`config.mk`:
```
export PLATFORM = sky130hd
export DESIGN_NAME = irom_arbiter
export DESIGN_NICKNAME = d
export VERILOG_FILES = /design/src/rtl/irom_arbiter.sv
export SDC_FILE = /design/constraint.sdc
export NUM_CORES = 1
export LEC_CHECK = 0
export CAP_MARGIN = 20
export CORE_AREA = 2 2 202 204
export CTS_BUF_LIST = sky130_fd_sc_hd__clkbuf_16
export CTS_CLUSTER_DIAMETER = 60
export CTS_CLUSTER_SIZE = 14
export DETAILED_ROUTE_END_ITERATION = 8
export DIE_AREA = 0 0 204 206
export PLACE_DENSITY_LB_ADDON = 0.1
export SLEW_MARGIN = 40
export SYNTH_ARGS = -nofsm -noshare
export SYNTH_HDL_FRONTEND = slang
export SYNTH_SLANG_ARGS = --single-unit
```
`constraint.sdc`:
```
create_clock -name HCLK -period 7.3 [get_ports HCLK]
set_clock_uncertainty 0.1 [all_clocks]
set_input_delay 1.46 -clock HCLK [delete_from_list [all_inputs] [get_ports HCLK]]
set_output_delay 1.46 -clock HCLK [all_outputs]
set_load 0.01 [all_outputs]
```
`src/rtl/irom_arbiter.sv`:
```
// Shares the single-port instruction ROM bus between the fetch (IF) and load/store (MEM) stages.
// Define IROM_ARB_RR_EN for round-robin; default is MEM priority with an IF starvation guard.
module irom_arbiter #(
   parameter int unsigned ADDR_W       = 64,
   parameter int unsigned DATA_W       = 64,
   parameter int unsigned ROM_LATENCY  = 1,
   parameter int unsigned STARVE_LIMIT = 4
) (
   input  logic              HCLK,
   input  logic              HRESET,
   input  logic              if_req,
   input  logic [ADDR_W-1:0] if_addr,
   output logic              if_gnt,
   output logic              if_rvalid,
   output logic [DATA_W-1:0] if_rdata,
   input  logic              mem_req,
   input  logic [ADDR_W-1:0] mem_addr,
   input  logic [DATA_W-1:0] mem_wdata,
   input  logic              mem_write,
   output logic              mem_gnt,
   output logic              mem_rvalid,
   output logic [DATA_W-1:0] mem_rdata,
   output logic [ADDR_W-1:0] HADDR,
   output logic [DATA_W-1:0] HWDATA,
   output logic              HWRITE,
   input  logic [DATA_W-1:0] HRDATA,
   output logic              busy
);

   localparam int unsigned LatW = (ROM_LATENCY > 1) ? $clog2(ROM_LATENCY) : 1;

   typedef enum logic [1:0] {StIdle, StIssue, StResp} state_e;

   state_e            r_state, w_state_d;
   logic [ADDR_W-1:0] r_addr;
   logic [DATA_W-1:0] r_wdata;
   logic [DATA_W-1:0] r_rdata;
   logic              r_write;
   logic              r_owner_mem;
   logic [LatW-1:0]   r_lat;
   logic              w_arb;
   logic              w_pick_mem;
   logic              w_gnt_if;
   logic              w_gnt_mem;

   // Grants are gated by reset so nothing is accepted while the block is held in reset.
   assign w_arb     = ((r_state == StIdle) || (r_state == StResp)) && !HRESET;
   assign w_gnt_mem = w_arb && w_pick_mem;
   assign w_gnt_if  = w_arb && if_req && !w_pick_mem;

`ifdef IROM_ARB_RR_EN
   logic r_prio_mem;

   assign w_pick_mem = mem_req && (!if_req || r_prio_mem);

   always_ff @(posedge HCLK or posedge HRESET) begin
      if (HRESET) begin
         r_prio_mem <= 1'b0;
      end else if (w_gnt_if) begin
         r_prio_mem <= 1'b1;
      end else if (w_gnt_mem) begin
         r_prio_mem <= 1'b0;
      end
   end
`else
   localparam int unsigned StarveW = $clog2(STARVE_LIMIT + 1);

   logic [StarveW-1:0] r_starve;
   logic               w_starved;

   assign w_starved  = (r_starve == StarveW'(STARVE_LIMIT));
   assign w_pick_mem = mem_req && !(if_req && w_starved);

   // Counts consecutive arbitrations IF lost while still requesting.
   always_ff @(posedge HCLK or posedge HRESET) begin
      if (HRESET) begin
         r_starve <= '0;
      end else if (!if_req || w_gnt_if) begin
         r_starve <= '0;
      end else if (w_gnt_mem && !w_starved) begin
         r_starve <= r_starve + 1'b1;
      end
   end
`endif

   always_comb begin
      w_state_d = r_state;
      case (r_state)
         StIdle:  if (w_gnt_if || w_gnt_mem) w_state_d = StIssue;
         StIssue: if (r_lat == '0) w_state_d = StResp;
         StResp:  w_state_d = (w_gnt_if || w_gnt_mem) ? StIssue : StIdle;
         default: w_state_d = StIdle;
      endcase
   end

   always_ff @(posedge HCLK or posedge HRESET) begin
      if (HRESET) begin
         r_state     <= StIdle;
         r_addr      <= '0;
         r_wdata     <= '0;
         r_rdata     <= '0;
         r_write     <= 1'b0;
         r_owner_mem <= 1'b0;
         r_lat       <= '0;
      end else begin
         r_state <= w_state_d;
         if (w_gnt_mem) begin
            r_addr      <= mem_addr;
            r_wdata     <= mem_wdata;
            r_write     <= mem_write;
            r_owner_mem <= 1'b1;
            r_lat       <= LatW'(ROM_LATENCY - 1);
         end else if (w_gnt_if) begin
            r_addr      <= if_addr;
            r_wdata     <= '0;
            r_write     <= 1'b0;
            r_owner_mem <= 1'b0;
            r_lat       <= LatW'(ROM_LATENCY - 1);
         end else if (r_state == StIssue) begin
            if (r_lat != '0) begin
               r_lat <= r_lat - 1'b1;
            end else begin
               r_rdata <= r_write ? '0 : HRDATA;
            end
         end
      end
   end

   // HADDR/HWDATA simply hold the last latched request outside ISSUE.
   assign HADDR      = r_addr;
   assign HWDATA     = r_wdata;
   assign HWRITE     = (r_state == StIssue) && r_write;
   assign busy       = (r_state != StIdle);
   assign if_gnt     = w_gnt_if;
   assign mem_gnt    = w_gnt_mem;
   assign if_rvalid  = (r_state == StResp) && !r_owner_mem;
   assign mem_rvalid = (r_state == StResp) && r_owner_mem;
   assign if_rdata   = if_rvalid ? r_rdata : '0;
   assign mem_rdata  = mem_rvalid ? r_rdata : '0;

endmodule

```
==> impl_metrics.env, run 1 <==
export IMPL_gr_total_overflow=0
export IMPL_ctsLongestPathBuffers=2
export IMPL_avgSynthCellArea_um2=10.7
export IMPL_cp_startpoint="mem_req"
export IMPL_slowest_delay_ns=0.68
export IMPL_setup_violations=0
export IMPL_placed_cells=1811
export IMPL_reg2reg_from="r_state[0]$_DFFE_PP0P_"
export IMPL_ant_nets=0
export IMPL_yosys_area_top_type="dfrtp_1"
export IMPL_hold_buffers=0
export IMPL_grt_pass1_vias=8228
export IMPL_synth_top_area_share_pct=56.5
export IMPL_regArea_mm2=0.00498
export IMPL_tightest_slew_ns=0.803
export IMPL_netlist_area_mm2=0.00882
export IMPL_cp_data_arrival_time_ns=4.12
export IMPL_track_usage_pct=16.7
export IMPL_synth_seq_area_share_pct=56.5
export IMPL_fin_crit_ns=5.68
export IMPL_crit_path_end_kind="output port"
export IMPL_gp_congestion=0.754
export IMPL_grt_max_degree=81
export IMPL_rows=74
export IMPL_slowest_stage="clkdlybuf4s50_1"
export IMPL_numCtsBuffers=17
export IMPL_synth_area_leaders="dfrtp_1, and2_1, a221o_1"
export IMPL_ir_worst_vdd_v=0.000167
export IMPL_syn_inst=823
export IMPL_multi_input_area_mm2=0.00351
export IMPL_io_pins=523
export IMPL_clock_sinks=199
export IMPL_grt_pass1_wl_um=52800
export IMPL_port_buffers=522
export IMPL_leakagePower_uw=0.00629
export IMPL_drive_gt1_share_pct=4.19
export IMPL_cts_max_level=4
export IMPL_worstHoldPathType="flop to flop"
export IMPL_cts_repair_resized=0
export IMPL_die_w_um=204
export IMPL_synthDistinctLibCells=28
export IMPL_root_buffer="clkbuf_16"
export IMPL_crit_fanout=67
export IMPL_pwr_share_clk_pct=30.9
export IMPL_synth_seq_cells=199
export IMPL_postCtsSetupBuffers=0
export IMPL_die_area_mm2=0.0420
export IMPL_dr_pass1_iters=6
export IMPL_cp_endpoint="mem_gnt"
export IMPL_p_int_uw=2330
export IMPL_cp_start_kind="primary input"
export IMPL_slew_headroom_pct=46.5
export IMPL_start_util_pct=21.9
export IMPL_pwr_share_comb_pct=25.9
export IMPL_place_hpwl_um=25500
export IMPL_hold_viol=0
export IMPL_antenna_found_initial=3
export IMPL_swShare_pct=28.9
export IMPL_slew_violations=0
export IMPL_rsz0062_at_grt="false"
export IMPL_die_h_um=206
export IMPL_drc_errors=0
export IMPL_drv_cap=0
export IMPL_vias_per_cell=4.39
export IMPL_wire_per_inst_um=19.5
export IMPL_insertion_delay_ns=0.45
export IMPL_timing_hold_ws_ns=0.396
export IMPL_seqPwrFrac_pct=43.2
export IMPL_coreArea_mm2=0.0402
export IMPL_reg2reg_slack_ns=4.89
export IMPL_clk_pin_slew_ns=0.07
export IMPL_outcome="finished clean"
export IMPL_final_cell_count_no_fill=1845
export IMPL_post_route_util_pct=37.7
export IMPL_r2r_end="HWDATA[51]$_DFFE_PP0N_"
export IMPL_synth_nets=1086
export IMPL_crit_type="primary input to output port"
export IMPL_rr_worst_depth=4
export IMPL_via_count=8108
export IMPL_cp_common_cell="clkdlybuf4s50_1"
export IMPL_drt_wl_total_um=36000
export IMPL_fillCellCount=4058
export IMPL_crit_chain="clkdlybuf4s50_1 > or3b_4 > nor2_4 > buf_4 > clkdlybuf4s50_1"
export IMPL_post_route_period_util_pct=77.8
export IMPL_setup_tns_ns=0
export IMPL_p_switching_uw=951
export IMPL_nets=1562
export IMPL_syn_to_final_growth_pct=71.7
export IMPL_power_density_mw_per_mm2=217
export IMPL_required_ns=5.74
export IMPL_drt_iter0_markers=349
export IMPL_yosys_warnings=0
export IMPL_cts_tree="yes"
export IMPL_fmax_mhz=176
[worst max-delay path, delay by kind of cell]
| kind | cells | cell delay, ns |
|---|---|---|
| buf+inv | 3 | 1.87 |
| simple gates | 2 | 0.75 |
[cell type report]
cell class,instances,share of cell area [%]
Multi-Input combinational cell,540,23.2
Tap cell,532,4.40
Inverter,7,0.223
Antenna cell,1,0.0165
Clock inverter,15,1.17
Sequential cell,199,32.9
Clock buffer,17,2.81
Timing Repair Buffer,534,35.3
[state kept, by name, indices dropped and copies added (netlist names)]
| name | flops |
|---|---|
| HADDR | 64 |
| r_rdata | 64 |
| r_state | 2 |
| r_starve | 3 |
| r_owner_mem | 1 |
| HWDATA | 64 |
| r_write | 1 |
[cell usage after synthesis]
| cell type | instances |
|---|---|
| a21bo_2 | 1 |
| nor2_2 | 1 |
| and3b_1 | 1 |
| nand2b_1 | 1 |
| ha_1 | 2 |
| inv_1 | 7 |
| o21ai_0 | 65 |
| or3b_4 | 1 |
| a22o_1 | 65 |
| and2_1 | 128 |
| buf_4 | 5 |
| or2_2 | 2 |
| nor3b_1 | 66 |
| and3_1 | 2 |
| a21boi_0 | 2 |
| nor2_1 | 2 |
| buf_6 | 1 |
| buf_2 | 15 |
| a21boi_1 | 1 |
| or3b_1 | 1 |
| or3_1 | 2 |
| o21ai_1 | 1 |
| buf_1 | 3 |
| clkbuf_1 | 53 |
| a221o_1 | 64 |
| nand2_1 | 131 |
| a21o_1 | 1 |
| dfrtp_1 | 199 |
[metal layers]
| layer | vias up | part of all wire (%) | global-route usage [%] |
|---|---|---|---|
| li1 | 3853 | - | - |
| met1 | 3890 | 42 | 20.5 |
| met2 | 331 | 48 | 27.8 |
| met3 | 30 | 8.7 | 6.01 |
| met4 | 4 | 1.2 | 4.66 |
| met5 | - | 0.089 | 0 |
[cell families after synthesis]
group	Yosys count	synth area share (%)
simple gates	338	21.3
buf+inv	84	4.09
fa+ha+maj	2	0.284
compound gates	200	17.9
flops	199	56.5
[through the flow]
stage	instance area, um^2	setup slack (ns)	total power, uW
CTS	15100	1.58	3340
detailed placement	14500	1.57	2310
global placement	14500	1.37	2300
floorplan	8820	0.314	1750
finish	15100	1.62	3280
global route	15100	1.47	3470
[worst min path at each step]
stage / startpoint / end / slack (ns) / depth (start not counted)
floorplan: r_rdata[0]$_DFFE_PP0P_ / r_rdata[0]$_DFFE_PP0P_ / 0.36 / 2
global placement: r_rdata[37]$_DFFE_PP0P_ / r_rdata[37]$_DFFE_PP0P_ / 0.37 / 2
detailed placement: HWDATA[2]$_DFFE_PP0N_ / HWDATA[2]$_DFFE_PP0N_ / 0.38 / 1
CTS: r_rdata[56]$_DFFE_PP0P_ / r_rdata[56]$_DFFE_PP0P_ / 0.40 / 2
global route: HWDATA[31]$_DFFE_PP0N_ / HWDATA[31]$_DFFE_PP0N_ / 0.42 / 1
finish: r_rdata[39]$_DFFE_PP0P_ / r_rdata[39]$_DFFE_PP0P_ / 0.40 / 2
[power by group through the flow]
stage	clock network, uW	logic (uW)	registers (uW)
global route	1100	927	1450
global placement	0	862	1440
floorplan	0	294	1460
CTS	1050	869	1420
finish	1010	851	1420
detailed placement	0	868	1440
[layout by cell type, fill, tap and decap left out, types with 3 or more instances in the layout]
cell type        instances
a22o_1                  65
dfrtp_1                199
nand2_1                131
buf_4                    9
nor3b_1                 65
and2_1                 128
o21ai_0                 65
a221o_1                 64
clkdlybuf4s50_1        522
inv_1                    5
clkinvlp_4               3
bufinv_16                3
clkbuf_16               17
Power figures use the tool's default switching activity.
==> inputs of run 2 (changes only) <==
==> constraint.sdc (replaced) <==
create_clock -name HCLK -period 4.97 [get_ports HCLK]
set_clock_uncertainty 0.1 [all_clocks]
set_input_delay 0.994 -clock HCLK [delete_from_list [all_inputs] [get_ports HCLK]]
set_output_delay 0.994 -clock HCLK [all_outputs]
set_load 0.01 [all_outputs]
==> run 2 against run 1 <==
Count of clock-buffer cells in the layout stayed put. Via count is 1.0% lower. Combinational power is 47% higher. Critical path type unchanged. Critical path depth shrank 1. Power grew 44%. Non-clock buffer count unchanged. Largest power group unchanged. Sequential cell count unchanged. Design area fell by 0.13%. Setup slack lost 0.48 ns. Register-to-register slack worse by 2.1 ns. Utilization about the same. Cell count down 0.11%.
==> impl_metrics.env, run 2 (same netlist as run 1, synthesis figures left out) <==
export IMPL_outcome="finished clean"
export IMPL_slew_headroom_pct=46.4
export IMPL_grt_max_degree=129
export IMPL_power_density_mw_per_mm2=314
export IMPL_crit_type="primary input to output port"
export IMPL_slowest_delay_ns=0.62
export IMPL_nets=1562
export IMPL_die_w_um=204
export IMPL_ir_worst_vdd_v=0.000211
export IMPL_rsz0062_at_grt="false"
export IMPL_hold_buffers=0
export IMPL_fin_crit_ns=3.82
export IMPL_track_usage_pct=16.6
export IMPL_io_pins=523
export IMPL_cp_data_arrival_time_ns=2.73
export IMPL_min_from="HWDATA[31]$_DFFE_PP0N_"
export IMPL_rr_worst_depth=6
export IMPL_cp_top_family="buffers and inverters"
export IMPL_gr_total_overflow=0
export IMPL_layout_common_cells="clkdlybuf4s50_1, dfrtp_1, nand2_1"
export IMPL_cts_max_level=4
export IMPL_cts_repair_resized=0
export IMPL_ctsLongestPathBuffers=2
export IMPL_root_buffer="clkbuf_16"
export IMPL_port_buffers=522
export IMPL_fin_area_mm2=0.0151
export IMPL_start_util_pct=21.9
export IMPL_drv_cap=0
export IMPL_hold_depth=1
export IMPL_crit_fanout=4
export IMPL_total_power_uw=4740
export IMPL_syn_to_final_growth_pct=71.5
export IMPL_crit_chain="clkdlybuf4s50_1 > or3b_4 > nor2_4 > clkdlybuf4s50_1"
export IMPL_setup_tns_ns=0
export IMPL_crit_path_end_kind="output port"
export IMPL_clock_sinks=199
export IMPL_grt_pass1_wl_um=52500
export IMPL_antenna_found_initial=3
export IMPL_dr_pass1_iters=4
export IMPL_drt_iter0_markers=425
export IMPL_fmax_mhz=261
export IMPL_cp_start_kind="primary input"
export IMPL_hold_viol=0
export IMPL_drt_wl_total_um=35600
export IMPL_postCtsSetupBuffers=0
export IMPL_die_area_mm2=0.0420
export IMPL_regArea_mm2=0.00498
export IMPL_leakagePower_uw=0.00628
export IMPL_reg2reg_slack_ns=2.74
export IMPL_clk_pin_slew_ns=0.07
export IMPL_grt_pass1_vias=8114
export IMPL_die_h_um=206
export IMPL_setup_violations=0
export IMPL_coreArea_mm2=0.0402
export IMPL_gp_congestion=0.779
export IMPL_post_route_period_util_pct=76.9
export IMPL_slew_violations=0
export IMPL_vias_per_cell=4.35
export IMPL_multi_input_area_mm2=0.00351
export IMPL_place_area_mm2=0.0145
export IMPL_cp_common_cell="clkdlybuf4s50_1"
export IMPL_numCtsBuffers=17
export IMPL_wire_per_inst_um=19.3
export IMPL_required_ns=3.88
export IMPL_path_buf_inv=2
export IMPL_layout_commonest_cell="clkdlybuf4s50_1"
export IMPL_drc_errors=0
export IMPL_min_to="HWDATA[31]$_DFFE_PP0N_"
export IMPL_drive_gt1_share_pct=4.13
export IMPL_reg2reg_from="r_starve[0]$_DFFE_PP0P_"
export IMPL_ant_nets=0
export IMPL_place_hpwl_um=25300
export IMPL_via_count=8026
export IMPL_fillCellCount=4016
export IMPL_slowest_stage="clkdlybuf4s50_1"
export IMPL_timing_hold_ws_ns=0.399
export IMPL_insertion_delay_ns=0.45
export IMPL_worstHoldPathType="flop to flop"
export IMPL_rows=74
export IMPL_r2r_end="HADDR[57]$_DFFE_PP0N_"
export IMPL_tightest_slew_ns=0.803
export IMPL_cts_tree="yes"
[run 2: cell types whose count changed in the layout (fill, tap and decap cells not counted), sizes merged]
cell / change
buf: -1
bufinv: -1
clkbuf: +1
diode: +1
inv: -2
[run 2: final cells by class]
class                   instances  area share, %
multi-input cells             540           23.2
clock inverters                12          0.861
clock buffers                  17           2.81
repair buffers                534           35.5
well taps                     532           4.40
inverters                       7          0.199
flip-flops and latches        199           32.9
diodes                          2         0.0331
[run 2: worst max-delay path by stage]
stage | start | end | cells past startpoint
final | mem_req | mem_gnt | 4
after global routing | mem_req | mem_gnt | 4
after CTS | mem_req | mem_gnt | 4
after detailed placement | mem_req | mem_gnt | 4
after global placement | mem_req | mem_gnt | 4
after floorplan | HRESET | HADDR[0]$_DFFE_PP0N_ | 1
[run 2: stage by stage]
| step | utilization (%) | setup WS (ns) | instances |
|---|---|---|---|
| after detailed placement | 36.2 | 1.11 | 1811 |
| after global placement | 36.2 | 1.12 | 1811 |
| after CTS | 37.6 | 1.10 | 1840 |
| final | 37.6 | 1.15 | 1843 |
| after global routing | 37.6 | 1.09 | 1842 |
| after floorplan | - | 1.30 | 823 |
[run 2: metal layers]
| layer | part of all wire, % | global-route usage (%) |
|---|---|---|
| met5 | 0.065 | 0 |
| met4 | 1.4 | 4.55 |
| met3 | 9.2 | 6.01 |
| met2 | 47 | 26.9 |
| met1 | 42 | 20.8 |
[run 2: power breakdown]
group | internal (uW) | switching (uW)
Combinational | 737 | 512
Clock | 735 | 656
Sequential | 1900 | 204
